[config.mk]
export PLATFORM = sky130hd
export DESIGN_NAME = fetch_queue
export DESIGN_NICKNAME = d
export VERILOG_FILES = /design/src/rtl/lc3b_types.sv /design/src/rtl/fifo_buf.sv /design/src/rtl/fetch_queue.sv
export SDC_FILE = /design/constraint.sdc
export NUM_CORES = 1
export LEC_CHECK = 0
export ABC_AREA = 1
export CORE_ASPECT_RATIO = 1.1
export CORE_MARGIN = 10
export CORE_UTILIZATION = 61
export DETAILED_ROUTE_END_ITERATION = 10
export PLACE_DENSITY = 0.86
export SLEW_MARGIN = 30
export SYNTH_ARGS = -nofsm -noshare
export SYNTH_HDL_FRONTEND = slang
export SYNTH_SLANG_ARGS = --single-unit
[constraint.sdc]
create_clock -name clk -period 4.3 [get_ports clk]
set_input_delay 0.86 -clock clk [delete_from_list [all_inputs] [get_ports clk]]
set_output_delay 0.86 -clock clk [all_outputs]
set_load 0.005 [all_outputs]
[src/rtl/lc3b_types.sv]
// Shared types for the instruction fetch path: fetch FSM states and queue entry layout.
package lc3b_types;

  localparam int WORD_W = 16;

  typedef enum logic [1:0] {
    IDLE    = 2'd0,
    FETCH   = 2'd1,
    DISCARD = 2'd2
  } fetch_state_t;

  typedef struct packed {
    logic [WORD_W-1:0] pc;
    logic [WORD_W-1:0] ir;
  } fq_entry_t;

endpackage

[src/rtl/fifo_buf.sv]
// Circular buffer with pointers and occupancy count; clear wins over push and pop.
module fifo_buf
  import lc3b_types::*;
#(
  parameter int DEPTH  = 4,
  parameter int DATA_W = 32
) (
  input  logic                       clk,
  input  logic                       reset,
  input  logic                       clear,
  input  logic                       push,
  input  logic                       pop,
  input  logic [DATA_W-1:0]          push_data,
  output logic [DATA_W-1:0]          head_data,
  output logic [$clog2(DEPTH+1)-1:0] count
);

  localparam int PW = $clog2(DEPTH);
  localparam int CW = $clog2(DEPTH+1);

  logic [DATA_W-1:0] mem [DEPTH];
  logic [PW-1:0]     wr_ptr;
  logic [PW-1:0]     rd_ptr;

  always_ff @(posedge clk or negedge reset) begin
    if (!reset) begin
      wr_ptr <= '0;
      rd_ptr <= '0;
      count  <= '0;
    end else if (clear) begin
      wr_ptr <= '0;
      rd_ptr <= '0;
      count  <= '0;
    end else begin
      if (push) wr_ptr <= wr_ptr + PW'(1);
      if (pop)  rd_ptr <= rd_ptr + PW'(1);
      count <= count + CW'(push) - CW'(pop);
    end
  end

  // Storage is deliberately left unreset; contents only matter while count != 0.
  always_ff @(posedge clk) begin
    if (push && !clear) mem[wr_ptr] <= push_data;
  end

  assign head_data = mem[rd_ptr];

endmodule

[src/rtl/fetch_queue.sv]
// Instruction fetch FSM feeding a small prefetch queue; one outstanding I-cache request at most.
module fetch_queue
  import lc3b_types::*;
#(
  parameter int               DEPTH    = 4,
  parameter int               WIDTH    = 16,
  parameter logic [WIDTH-1:0] RESET_PC = '0
) (
  input  logic                       clk,
  input  logic                       reset,
  output logic [WIDTH-1:0]           I_mem_address,
  output logic                       I_mem_read,
  input  logic                       I_mem_resp,
  input  logic [WIDTH-1:0]           I_mem_rdata,
  input  logic                       redirect,
  input  logic [WIDTH-1:0]           redirect_pc,
  output logic                       out_valid,
  input  logic                       out_ready,
  output logic [WIDTH-1:0]           out_ir,
  output logic [WIDTH-1:0]           out_pc,
  output logic [$clog2(DEPTH+1)-1:0] count
);

  localparam int         CW      = $clog2(DEPTH+1);
  localparam logic [CW:0] DEPTH_C = (CW+1)'(DEPTH);

  fetch_state_t     state;
  logic [WIDTH-1:0] req_addr;
  logic [WIDTH-1:0] fetch_pc;
  logic [WIDTH-1:0] seq_pc;
  logic             push;
  logic             pop;
  logic [CW:0]      occ_after;
  logic             room_now;
  logic             room_after;

  assign seq_pc     = req_addr + WIDTH'(2);
  assign out_valid  = (count != '0);
  assign pop        = out_valid && out_ready && !redirect;
  assign push       = (state == FETCH) && I_mem_resp && !redirect;
  assign occ_after  = {1'b0, count} + (CW+1)'(push) - (CW+1)'(pop);
  assign room_now   = ({1'b0, count} < DEPTH_C);
  assign room_after = (occ_after < DEPTH_C);

  assign I_mem_address = req_addr;

  always_ff @(posedge clk or negedge reset) begin
    if (!reset) begin
      state      <= IDLE;
      I_mem_read <= 1'b0;
      req_addr   <= RESET_PC;
      fetch_pc   <= RESET_PC;
    end else begin
      unique case (state)
        IDLE: begin
          if (redirect) begin
            state      <= FETCH;
            I_mem_read <= 1'b1;
            req_addr   <= redirect_pc;
            fetch_pc   <= redirect_pc;
          end else if (room_now) begin
            state      <= FETCH;
            I_mem_read <= 1'b1;
            req_addr   <= fetch_pc;
          end
        end
        FETCH: begin
          if (redirect && I_mem_resp) begin
            req_addr <= redirect_pc;
            fetch_pc <= redirect_pc;
          end else if (redirect) begin
            // The cache cannot abort, so keep the request up and drop its answer.
            state    <= DISCARD;
            fetch_pc <= redirect_pc;
          end else if (I_mem_resp) begin
            fetch_pc <= seq_pc;
            if (room_after) begin
              req_addr <= seq_pc;
            end else begin
              state      <= IDLE;
              I_mem_read <= 1'b0;
            end
          end
        end
        DISCARD: begin
          if (I_mem_resp) begin
            state    <= FETCH;
            req_addr <= redirect ? redirect_pc : fetch_pc;
            if (redirect) fetch_pc <= redirect_pc;
          end else if (redirect) begin
            fetch_pc <= redirect_pc;
          end
        end
        default: begin
          state      <= IDLE;
          I_mem_read <= 1'b0;
        end
      endcase
    end
  end

  // Entry layout matches fq_entry_t: {pc, ir}.
  fifo_buf #(
    .DEPTH (DEPTH),
    .DATA_W(2*WIDTH)
  ) u_buf (
    .clk      (clk),
    .reset    (reset),
    .clear    (redirect),
    .push     (push),
    .pop      (pop),
    .push_data({seq_pc, I_mem_rdata}),
    .head_data({out_pc, out_ir}),
    .count    (count)
  );

endmodule
======== After elaboration in Yosys (flattened, before gate mapping) ========
Memory sizes are Yosys's and may differ from the RTL's.
Index checks and enable logic that the tools add are counted.
word-level totals
  register bits ........................... 42
  latch bits .............................. 0
  bits in writable memories ............... 128
  bits in read-only memories .............. 0
  input bits .............................. 37
  output and inout bits ................... 53
  logic and storage cells ................. 85
  memories ................................ 1
memory list
  memory     depth  bits a word  read ports  clocked after Yosys merged registers in  write ports  RTL line        source
  u_buf.mem  4      32           1           0                                        1            fifo_buf.sv:21  logic [DATA_W-1:0] mem [DEPTH];
operators by class
  add/sub/neg operators ................... 7
  multiply operators ...................... 0
  div/mod/pow operators ................... 0
  magnitude comparators ................... 2
  eq/ne operators ......................... 14
  shift operators ......................... 0
  multiplexer cells ....................... 35
  bitwise gates (word level) .............. 1
  reduce and logical (&&, ||, !) cells .... 18
operators by type and width
  cell                                                        number
  2-to-1 mux 16 bit                                           11
  one-hot mux 16 bit (3 select lines)                         1
  one-hot mux 16 bit (2 select lines)                         1
  2-to-1 mux 2 bit                                            11
  adder 16 x 2 -> 16 bit, second input constant               1
  AND reduction 6 bit                                         2
  != test 2 bit, second input constant                        5
  != test 3 x 2 -> 1 bit, second input constant               3
  != test 3 bit, second input constant                        3
  2-to-1 mux 1 bit                                            8
  logical AND 1 bit                                           6
  one-hot mux 2 bit (3 select lines)                          1
  nonzero test 2 bit                                          3
  nonzero test 3 bit                                          2
  AND reduction 5 bit                                         1
  adder 2 x 1 -> 2 bit, second input constant                 2
  adder 3 x 1 -> 4 bit                                        1
  less-than comparator 4 x 3 -> 1 bit, second input constant  1
  != test 4 x 3 -> 1 bit, second input constant               1
  subtractor 4 x 1 -> 4 bit                                   1
  adder 3 x 1 -> 3 bit                                        1
  less-than comparator 3 bit, second input constant           1
  2-to-1 mux 3 bit                                            1
  one-hot mux 1 bit (3 select lines)                          1
  8 further kinds                                             8

======== Longest topological paths before layout ========
Gate-level depths: netlist of run 1.
  depth in word-level cells ............... 11
  gate-level depth with buffers ........... 16
  mapped depth without buffers ............ 15

======== Cells and area by module ========
From an unflattened synthesis of run 1, not the netlist that was laid out.
unflattened totals
  cell total of the unflattened synthesis .. 846
  area, all modules ....................... 8,222.9 µm²
modules (own cells, without submodules)
  module       times used  cells each  area an instance (µm²)  sequential area each (µm²)
  fifo_buf     1           425         5,545.3                 4,018.9
  fetch_queue  1           421         2,677.6                 875.8

======== Least setup slack after synthesis of run 1 ========
No wires, ideal clock.
  path kind ............................... input to register
  from .................................... input redirect
  to ...................................... memory u_buf.mem[0][0] (enable)
  setup time .............................. 421 ps
  arrival time ............................ 2,809 ps
  required time ........................... 3,879 ps
  path slack .............................. 1,070 ps
  stages on the path ...................... 5
  path buffers ............................ 2
  cell sequence ........................... buf_4 > clkbuf_1 > nor2_2 > inv_1 > nor2_1
on the way
  word-level cells in the longest chain between the ends .. 5
RTL lines
  element                                     RTL line                           source
  start: declaration                          fetch_queue.sv:15                  input logic redirect,
  logical NOT 1 bit (*)                       fifo_buf.sv:43, fetch_queue.sv:40
  logical AND 1 bit                           fetch_queue.sv:40                  assign push = (state == FETCH) && I_mem_resp && !redirect;
  logical AND 1 bit (*)                       fifo_buf.sv:43                     if (push && !clear) mem[wr_ptr] <= push_data;
  2-to-1 mux 1 bit (*)                        fifo_buf.sv:43
  2-to-1 mux 1 bit (implied by the code) (*)  fifo_buf.sv:43
  end: declaration                            fifo_buf.sv:21
Every way passes the cells marked *; elsewhere a longest branch is shown, timed or not.

======== Worst setup path in the final report of run 1 ========
  from .................................... register u_buf.count[2]
  to ...................................... register req_addr[1] (netlist: I_mem_address[1])
on the way
  word-level cells in the longest chain between the ends .. 7
  elaborated cells between the ends (all ways) .. 10
  those cells by class .................... add/sub (2); order compare (2); eq/ne (2); reduce/logical (4)
RTL lines
  element                                                       RTL line           source
  start: declaration                                            fifo_buf.sv:15     output logic [$clog2(DEPTH+1)-1:0] count
  start signal: assignment                                      fifo_buf.sv:37     count <= count + CW'(push) - CW'(pop);
  branches (longest 6 deep; another with adder 3 x 1 -> 4 bit)  --
  AND reduction 6 bit (no source line) (*)                      --
  end signal: assignment                                        fetch_queue.sv:59  req_addr <= redirect_pc;
  end signal: assignment                                        fetch_queue.sv:64  req_addr <= fetch_pc;
  end signal: assignment                                        fetch_queue.sv:69  req_addr <= redirect_pc;
  end: declaration                                              fetch_queue.sv:28  logic [WIDTH-1:0] req_addr;
Every way passes the cells marked *.
A chain may end at the register's enable or synchronous reset.

==> results.py, run 1 <==
metrics = {
    "routing": {
        "drc": 0,
        "initialDrtViolationCount": 920,
        "postRouteAntennaNets": 0,
        "first_pass_iters": 6,
        "wl_per_cell_um": 19.1,
        "vias_per_cell": 6.05,
        "via_count": 6088,
        "drt_wl_total_um": 19300,
    },
    "timing": {
        "min_period_ns": 3.46,
        "fin_skew_ns": 0.00881,
        "fin_crit_sh_pct": 80.6,
        "slew_headroom_pct": 48.2,
        "setup_slack_ns": 0.835,
        "final.setup.tns_ns": 0,
        "drv_slew": 0,
        "hold_viol_final": 0,
        "rsz0062_at_grt": "no",
        "worst_pin_slew_ns": 0.777,
        "fmax_mhz": 289,
        "final-setup-viol-count": 0,
    },
    "worst_setup_path": {
        "critPathRequiredTime_ns": 4.64,
        "r2r-end": "I_mem_address[1]$_DFFE_PN0P_",
        "timing.rr.start": "u_buf.count[2]$_DFF_PN0_",
        "reg2reg_setup_slack_ns": 0.84,
        "crit_path_max_fanout": 12,
        "r2r_cells": 13,
        "startpoint_type": "register",
        "crit_type": "register to register",
        "end_kind": "register",
        "crit_end": "I_mem_address[1]$_DFFE_PN0P_",
        "arrival_ns": 3.81,
        "cp-startpoint": "u_buf.count[2]$_DFF_PN0_",
    },
    "clocking": {
        "cts-buffers-inserted": 17,
        "htreeDepth": 4,
        "post_cts_resized": 0,
        "root_buffer": "clkbuf_16",
        "clock_sinks": 170,
        "cts_tree": "built",
        "cts_hold_buf": 0,
        "clk_latency_ns": 0.43,
        "cts_buffer_depth": 2,
        "cts.clk_slew.worst_paths_ns": 0.07,
        "cts_setup_buffers": 0,
    },
    "grt": {
        "grtUsageTotal_pct": 21.4,
        "grt_pass1_vias": 6118,
        "overflow": 0,
        "grt_max_degree": 66,
        "antenna_found_initial": 1,
        "grt_pass1_wl_um": 30600,
    },
    "floorplan": {
        "die-area_mm2": 0.0177,
        "io_pins": 90,
        "initial_core_util_pct": 62.0,
        "rows": 43,
        "die_y_um": 139,
        "coreArea_mm2": 0.0126,
        "chipWidth_um": 128,
    },
    "synthesis": {
        "synth_top_family_by_area": "simple AND/OR/NAND/NOR gates",
        "synth_area_mm2": 0.00780,
        "synth_xor_area_share_pct": 0.657,
        "yosys.area.top_type": "edfxtp_1",
        "ys.flop_type": "edfxtp_1",
        "synth_simple_gate_area_share_pct": 17.2,
        "synthAdderAreaFrac_pct": 1.70,
        "synth_nets": 806,
        "synthTopCellsByArea": "edfxtp_1, dfrtp_1, nand2_1",
        "synth_edf_count": 128,
        "yosysWarnings": 0,
        "yosysTopAreaCellShare_pct": 49.3,
        "synth_area_per_cell_um2": 10.3,
        "synthCells": 759,
        "synth-compound-area-share_pct": 12.5,
        "synthArstFlopShare_pct": 24.7,
        "synth-seq-cells": 170,
        "muxShareOfSynthArea_pct": 0,
        "yosysSeqAreaShare_pct": 62.7,
        "synth_cell_types": 43,
        "synth_most_common_cell": "nand2_1",
        "synthTopCellsByCount": "nand2_1, edfxtp_1, nor2_1, o21ai_0, inv_1",
    },
    "placement": {
        "dp_slack_ns": 0.570,
        "dp_hpwl_um": 12600,
        "portBuffers": 89,
        "place.gp.congestion": 0.962,
    },
    "outcome": {
        "status": "finished clean",
    },
    "final_layout": {
        "n_antenna_cell": 0,
        "num-fill-cells": 812,
        "area_growth_pct": 19.4,
        "ff_latch_area_mm2": 0.00490,
        "drive_above_1_share_pct": 10.5,
        "fin_nets": 885,
        "multiInputGateArea_mm2": 0.00251,
    },
    "power_and_ir_drop": {
        "ir_drop_uv": 428,
        "p_per_area_mw_per_mm2": 642,
        "p_leak_nw": 3.56,
    },
    "min_path": {
        "min_path_type": "input pin to asynchronous set/reset pin",
    },
    "job": {
        "cap_violations": 0,
    },
}
[stage by stage]
step | power, mW | hold slack [ns] | cells | area (um^2) | util [%]
after floorplan | 3.67 | 0.449 | 759 | 7800 | -
after global placement | 4.43 | 0.465 | 976 | 8760 | 69.6
after detailed placement | 4.53 | 0.469 | 976 | 8760 | 69.6
after CTS | 5.96 | 0.492 | 1007 | 9310 | 74.0
after global routing | 6.32 | 0.452 | 1007 | 9320 | 74.0
final | 5.98 | 0.426 | 1007 | 9320 | 74.0
[power breakdown]
| group | switching (mW) | leakage (nW) | internal, mW |
|---|---|---|---|
| Sequential | 0.245 | 1.68 | 2.11 |
| Combinational | 1.33 | 1.62 | 0.873 |
| Clock | 0.669 | 0.260 | 0.759 |
| Total | 2.24 | 3.56 | 3.74 |
[state kept, by name, indices dropped and copies added (netlist names)]
signal,flops
state,2
u_buf.rd_ptr,2
u_buf.mem,128
u_buf.count,3
I_mem_address,16
fetch_pc,16
u_buf.wr_ptr,2
I_mem_read,1
[placed cells by master, fill, tap and decap left out, types with 2 or more instances in the layout]
master             n
nand2_1          145
a21oi_1           17
and2_1             2
a21oi_2            2
inv_2              9
o22ai_1           36
dfrtp_1           41
ha_1               9
nand2_2            6
clkbuf_16         17
nor2_1           102
nand3_1           28
xnor2_1            3
inv_1             42
o21ai_0           90
o21ai_2            4
edfxtp_1         128
inv_6              6
nand4_1            4
buf_4             10
a22oi_1            2
inv_8              2
o21ai_1            8
nor2_4             2
a211oi_1           3
nand2_4            3
o211ai_1           4
nand3_2            4
a41oi_1            2
clkinvlp_4         4
clkdlybuf4s50_1   88
nor2_2            10
[area by class of cell]
cell class / instances / area share [%]
clock inverter: 14 / 1.40
sequential: 170 / 52.6
inverter: 53 / 2.18
multi-input combinational: 498 / 26.9
timing repair buffer: 98 / 10.3
tap: 157 / 2.11
clock buffer: 17 / 4.57
[layer usage]
layer | vias up | wire length [um] | global-route usage, %
li1 | 2788 | - | -
met1 | 2906 | 7470 | 26.7
met2 | 359 | 9560 | 34.4
met3 | 35 | 1910 | 5.97
met4 | 0 | 308 | 8.19
met5 | - | 0 | 0
[worst max-delay path: stages, from the launching register on]
cell,delay [ns]
dfrtp_1,0.45
inv_1,0.18
nand3_1,0.25
nand2_1,0.22
nor2_1,0.06
ha_1,0.27
inv_1,0.05
ha_1,0.23
fa_1,0.39
xnor2_1,0.28
nand3_1,0.20
a21oi_2,0.56
nand2_1,0.14
o21ai_1,0.12
[logic make-up (layout without fill, tap and decap cells)]
group | count (synthesis) | after routing
AND/OR/NAND/NOR | 311 | 311
AO/OA/AOI/OAI | 172 | 172
flip-flops | 170 | 170
buffers and inverters | 91 | 182
adder cells (fa/ha/maj) | 10 | 10
XOR/XNOR | 5 | 5
[how the worst min path moves through the flow]
stage,to,cells past startpoint,from,slack (ns)
CTS,I_mem_read$_DFFE_PN0P_,2,I_mem_read$_DFFE_PN0P_,0.49
global placement,I_mem_read$_DFFE_PN0P_,2,I_mem_read$_DFFE_PN0P_,0.46
finish,fetch_pc[14]$_DFFE_PN0P_,1,reset,0.43
floorplan,fetch_pc[0]$_DFFE_PN0P_,2,fetch_pc[0]$_DFFE_PN0P_,0.45
global route,fetch_pc[14]$_DFFE_PN0P_,1,reset,0.45
detailed placement,I_mem_read$_DFFE_PN0P_,2,I_mem_read$_DFFE_PN0P_,0.47
No activity file was read; power rests on OpenSTA's default activity.
==> run 2: changes to the inputs <==
Settings changed: CORE_UTILIZATION 61 to 51, PLACE_DENSITY 0.86 to 0.77.
Clock period 4.3 ns to 2.8 ns, I/O delays scaled along.
==> results.py, run 2 (synthesized netlist as in run 1, its figures left out) <==
metrics = {
    "outcome": {
        "status": "finished clean",
    },
    "routing": {
        "initialDrtViolationCount": 598,
        "met1_length_um": 7830,
        "dr_wl_met3_um": 1690,
        "met2_wirelength_um": 9280,
        "via_count": 5997,
        "postRouteAntennaNets": 0,
        "drt_wl_total_um": 19100,
        "vias_per_cell": 5.62,
        "topRoutingLayerUsed": "met4",
        "wl_per_cell_um": 17.9,
        "drc": 0,
        "first_pass_iters": 6,
    },
    "worst_setup_path": {
        "critical_path.cell_chain": "clkinvlp_4, buf_12, o21ai_0, o22ai_1, clkdlybuf4s50_1",
        "critical-path-top-delay-family": "buffers and inverters",
        "cp.buffers_inverters": 3,
        "crit_type": "register to output port",
        "r2r-end": "I_mem_address[10]$_DFFE_PN0P_",
        "r2r_cells": 13,
        "timing.rr.start": "u_buf.count[1]$_DFF_PN0_",
        "end_kind": "output port",
        "arrival_ns": 2.16,
        "reg2reg_setup_slack_ns": 0.16,
        "crit_path_max_fanout": 29,
        "slowest_stage": "clkdlybuf4s50_1",
        "critPathRequiredTime_ns": 2.24,
        "worst_path_largest_cell_delay_ns": 0.57,
        "startpoint_type": "register",
    },
    "grt": {
        "grtUsageTotal_pct": 18.6,
        "overflow": 0,
        "antenna_found_initial": 0,
        "grt_pass1_wl_um": 29900,
        "grt_max_degree": 66,
        "grt_pass1_vias": 5807,
    },
    "timing": {
        "fin_crit_sh_pct": 97.2,
        "min_period_ns": 2.72,
        "setup_slack_ns": 0.0780,
        "fmax_mhz": 367,
        "slew_headroom_pct": 63.4,
        "fin_skew_ns": 0.00828,
        "worst_pin_slew_ns": 0.549,
        "hold_viol_final": 0,
        "drv_slew": 0,
        "rsz0062_at_grt": "yes",
        "final-setup-viol-count": 0,
    },
    "power_and_ir_drop": {
        "p_switching_mw": 3.34,
        "combPwrFrac_pct": 38.9,
        "p_leak_nw": 3.72,
        "internal-power_mw": 6.09,
        "p_per_area_mw_per_mm2": 977,
        "swShare_pct": 35.4,
        "power.share.sequential_pct": 37.8,
        "power.share.clock_pct": 23.4,
        "power_mw": 9.43,
        "ir_drop_uv": 557,
    },
    "final_layout": {
        "final_cell_mix": "nand2_1, edfxtp_1, nor2_1, o21ai_0, clkdlybuf4s50_1",
        "final_common_cell": "nand2_1",
        "n_antenna_cell": 0,
        "fin_nets": 906,
        "num-fill-cells": 1193,
        "area_growth_pct": 23.7,
        "final_area_mm2": 0.00966,
        "largest_register_ffs": 128,
        "final_util_pct": 64.1,
        "final_cells": 1068,
        "drive_above_1_share_pct": 12.6,
        "largest_register": "u_buf.mem",
    },
    "floorplan": {
        "chipWidth_um": 138,
        "die-area_mm2": 0.0207,
        "initial_core_util_pct": 51.8,
        "rows": 47,
        "die_y_um": 150,
        "io_pins": 90,
        "coreArea_mm2": 0.0151,
    },
    "clocking": {
        "clock_sinks": 170,
        "cts.clk_slew.worst_paths_ns": 0.06,
        "htreeDepth": 4,
        "root_buffer": "clkbuf_16",
        "cts_buffer_depth": 2,
        "cts-buffers-inserted": 17,
        "clk_latency_ns": 0.42,
        "cts_tree": "built",
        "cts_hold_buf": 0,
    },
    "placement": {
        "portBuffers": 89,
        "place.gp.congestion": 0.948,
        "dp_slack_ns": -0.218,
        "place_area_mm2": 0.00904,
        "dpl.cell_count": 1034,
        "dp_hpwl_um": 12800,
    },
    "job": {
        "cap_violations": 0,
    },
    "min_path": {
        "min_path_type": "input pin to asynchronous set/reset pin",
    },
}
[run 2: cell type report]
cell class	count	area, um^2	share of cell area (%)
Sequential cell	170	4900	50.7
Multi-Input combinational cell	498	2530	26.2
Timing Repair Buffer	119	1220	12.6
Clock buffer	19	433	4.48
Tap cell	196	245	2.54
Inverter	53	205	2.13
Clock inverter	13	128	1.32
[run 2: metrics by stage]
step / setup TNS, ns / hold WS, ns
2_1_floorplan: -12.13 / 0.264
3_3_place_gp: -2.53 / 0.467
3_5_place_dp: -3.13 / 0.473
4_1_cts: 0 / 0.216
5_1_grt: -0.0342 / 0.245
6_report: 0 / 0.206
[run 2: metal layers]
| metal | vias to the layer above | global-route usage, % |
|---|---|---|
| met4 | 0 | 5.95 |
| met3 | 27 | 4.46 |
| met5 | - | 0 |
| li1 | 2826 | - |
| met2 | 263 | 29.7 |
| met1 | 2881 | 24.4 |
[run 2: how the worst max path moves through the flow]
stage	start	end	slack (ns)	cells after the start
6_report	u_buf.rd_ptr[0]$_DFFE_PN0P_	out_pc[3]	0.08	5
3_5_place_dp	out_ready	I_mem_address[4]$_DFFE_PN0P_	-0.22	13
4_1_cts	u_buf.rd_ptr[0]$_DFFE_PN0P_	out_pc[3]	0.01	5
3_3_place_gp	out_ready	I_mem_address[5]$_DFFE_PN0P_	-0.19	13
5_1_grt	u_buf.rd_ptr[1]$_DFFE_PN0P_	out_ir[6]	-0.01	5
2_1_floorplan	redirect	u_buf.mem[2][0]$_DFFE_PP_	-0.09	5
[run 2: timing repair]
item | in CTS | in global routing
setup endpoints to repair | 0 | 28
resized for setup | 0 | 7
buffers inserted | 0 | 1
[run 2: power by group through the flow]
stage	clock network [mW]	logic, mW	registers, mW
3_3_place_gp	0	3.47	3.59
4_1_cts	2.24	3.58	3.55
3_5_place_dp	0	3.55	3.59
6_report	2.20	3.67	3.56
2_1_floorplan	0	2.11	3.52
5_1_grt	2.34	4.04	3.61
==> run 3: changes to the inputs <==
Settings changed: MAX_ROUTING_LAYER set to met4.
==> results.py, run 3 (synthesized netlist as in run 1, its figures left out) <==
metrics = {
    "outcome": {
        "status": "finished clean",
    },
    "worst_setup_path": {
        "crit_type": "register to output port",
        "crit_path_max_fanout": 29,
        "critical_path.cell_chain": "clkinv_4, bufbuf_16, o21ai_0, o22ai_1, clkdlybuf4s50_1",
        "end_kind": "output port",
        "slowest_stage": "clkdlybuf4s50_1",
        "critPathRequiredTime_ns": 2.24,
        "cp.buffers_inverters": 3,
        "r2r-end": "I_mem_address[10]$_DFFE_PN0P_",
        "critical-path-top-delay-family": "buffers and inverters",
        "reg2reg_setup_slack_ns": 0.20,
        "r2r_cells": 14,
        "timing.rr.start": "u_buf.count[1]$_DFF_PN0_",
        "arrival_ns": 2.12,
        "worst_path_largest_cell_delay_ns": 0.52,
        "startpoint_type": "register",
    },
    "routing": {
        "dr_wl_met3_um": 1380,
        "topRoutingLayerUsed": "met4",
        "drt_wl_total_um": 18700,
        "first_pass_iters": 5,
        "initialDrtViolationCount": 608,
        "drc": 0,
        "via_count": 5989,
        "met2_wirelength_um": 8930,
        "vias_per_cell": 5.59,
        "met1_length_um": 8050,
        "wl_per_cell_um": 17.4,
        "postRouteAntennaNets": 0,
    },
    "final_layout": {
        "drive_above_1_share_pct": 12.8,
        "final_common_cell": "nand2_1",
        "num-fill-cells": 1173,
        "final_cell_mix": "nand2_1, edfxtp_1, nor2_1, o21ai_0, clkdlybuf4s50_1",
        "largest_register": "u_buf.mem",
        "multiInputGateArea_mm2": 0.00253,
        "ff_latch_area_mm2": 0.00490,
        "fin_nets": 908,
        "largest_register_ffs": 128,
        "area_growth_pct": 24.0,
        "final_util_pct": 64.3,
        "final_area_mm2": 0.00968,
    },
    "clocking": {
        "cts-buffers-inserted": 17,
        "cts_buffer_depth": 2,
        "root_buffer": "clkbuf_16",
        "clock_sinks": 170,
        "cts_tree": "built",
        "htreeDepth": 4,
        "clk_latency_ns": 0.42,
        "cts.clk_slew.worst_paths_ns": 0.06,
    },
    "placement": {
        "place.gp.congestion": 0.954,
        "place_area_mm2": 0.00904,
        "portBuffers": 89,
        "dp_hpwl_um": 12400,
    },
    "power_and_ir_drop": {
        "p_leak_nw": 3.75,
        "power.share.sequential_pct": 37.8,
        "p_switching_mw": 3.32,
        "power.share.clock_pct": 23.5,
        "combPwrFrac_pct": 38.7,
        "internal-power_mw": 6.11,
        "swShare_pct": 35.2,
        "ir_drop_uv": 627,
        "p_per_area_mw_per_mm2": 975,
    },
    "floorplan": {
        "rows": 47,
        "die_y_um": 150,
        "die-area_mm2": 0.0207,
        "chipWidth_um": 138,
        "initial_core_util_pct": 51.8,
        "io_pins": 90,
        "coreArea_mm2": 0.0151,
    },
    "timing": {
        "slew_headroom_pct": 58.3,
        "hold_viol_final": 0,
        "fmax_mhz": 373,
        "min_period_ns": 2.68,
        "rsz0062_at_grt": "no",
        "fin_skew_ns": 0.00958,
        "final.setup.tns_ns": 0,
        "worst_pin_slew_ns": 0.626,
        "drv_slew": 0,
        "final-setup-viol-count": 0,
        "fin_crit_sh_pct": 95.7,
    },
    "job": {
        "cap_violations": 0,
    },
    "grt": {
        "antenna_found_initial": 0,
        "overflow": 0,
        "grtUsageTotal_pct": 18.7,
        "grt_max_degree": 57,
        "grt_pass1_wl_um": 29300,
        "grt_pass1_vias": 5705,
    },
    "min_path": {
        "min_path_type": "input pin to asynchronous set/reset pin",
    },
}
[run 3: cell types whose count changed in the layout (fill, tap and decap cells not counted), moves of 2 or more]
cell,delta
inv_6,+2
clkinv_2,+2
buf_4,+2
clkinvlp_4,-4
[run 3: final cells by class]
| type | instances | share of cell area, % |
|---|---|---|
| diodes | 1 | 0.0259 |
| clock buffers | 18 | 4.44 |
| clock inverters | 14 | 1.32 |
| inverters | 53 | 2.13 |
| multi-input cells | 498 | 26.1 |
| flip-flops and latches | 170 | 50.6 |
| well taps | 196 | 2.53 |
| repair buffers | 121 | 12.8 |
[run 3: stage by stage]
stage	total power, mW	hold WS (ns)	std cells	setup slack (ns)
6_report	9.43	0.154	1071	0.120
5_1_grt	9.98	0.181	1070	0.00229
4_1_cts	9.40	0.164	1067	0.0382
3_5_place_dp	7.12	0.482	1034	-0.272
3_3_place_gp	7.05	0.469	1034	-0.177
2_1_floorplan	5.64	0.264	759	-0.0948
[run 3: power groups by stage]
| stage | sequential [mW] | clock (mW) | combinational (mW) |
|---|---|---|---|
| 2_1_floorplan | 3.52 | 0 | 2.11 |
| 3_3_place_gp | 3.59 | 0 | 3.45 |
| 5_1_grt | 3.61 | 2.35 | 4.02 |
| 6_report | 3.57 | 2.21 | 3.65 |
| 4_1_cts | 3.56 | 2.24 | 3.60 |
| 3_5_place_dp | 3.60 | 0 | 3.52 |
[run 3: repair_timing]
item                                    CTS  global route
cloned                                    1             0
hold endpoints to repair                  0             0
endpoints found under the setup margin   15            31
resized for setup                         2             6
pin swaps                                 0             3
buffers inserted                          0             3
hold buffers                              0             0
[run 3: worst max path at each step]
stage / end / from / cells past startpoint
final: out_ir[2] / u_buf.rd_ptr[0]$_DFFE_PN0P_ / 5
after global routing: out_ir[2] / u_buf.rd_ptr[0]$_DFFE_PN0P_ / 5
after CTS: out_ir[8] / u_buf.rd_ptr[0]$_DFFE_PN0P_ / 5
after detailed placement: I_mem_address[8]$_DFFE_PN0P_ / out_ready / 13
after global placement: I_mem_address[4]$_DFFE_PN0P_ / out_ready / 13
after floorplan: u_buf.mem[2][0]$_DFFE_PP_ / redirect / 5
[run 3: metal layers]
metal | global-route usage [%] | vias to the layer above
li1 | - | 2836
met1 | 23.5 | 2859
met2 | 29.4 | 258
met3 | 4.29 | 36
met4 | 5.90 | 0
met5 | - | -
[run 3: worst reg2reg max path, stage by stage (launching register included)]
cell,delay (ns)
dfrtp_1,0.41
inv_2,0.10
nand3_1,0.13
nand2_2,0.12
nor2_1,0.05
ha_1,0.26
inv_1,0.04
ha_1,0.22
fa_2,0.37
xnor2_2,0.18
nand3_2,0.14
a21oi_2,0.21
buf_12,0.15
nand2_1,0.06
o21ai_0,0.08
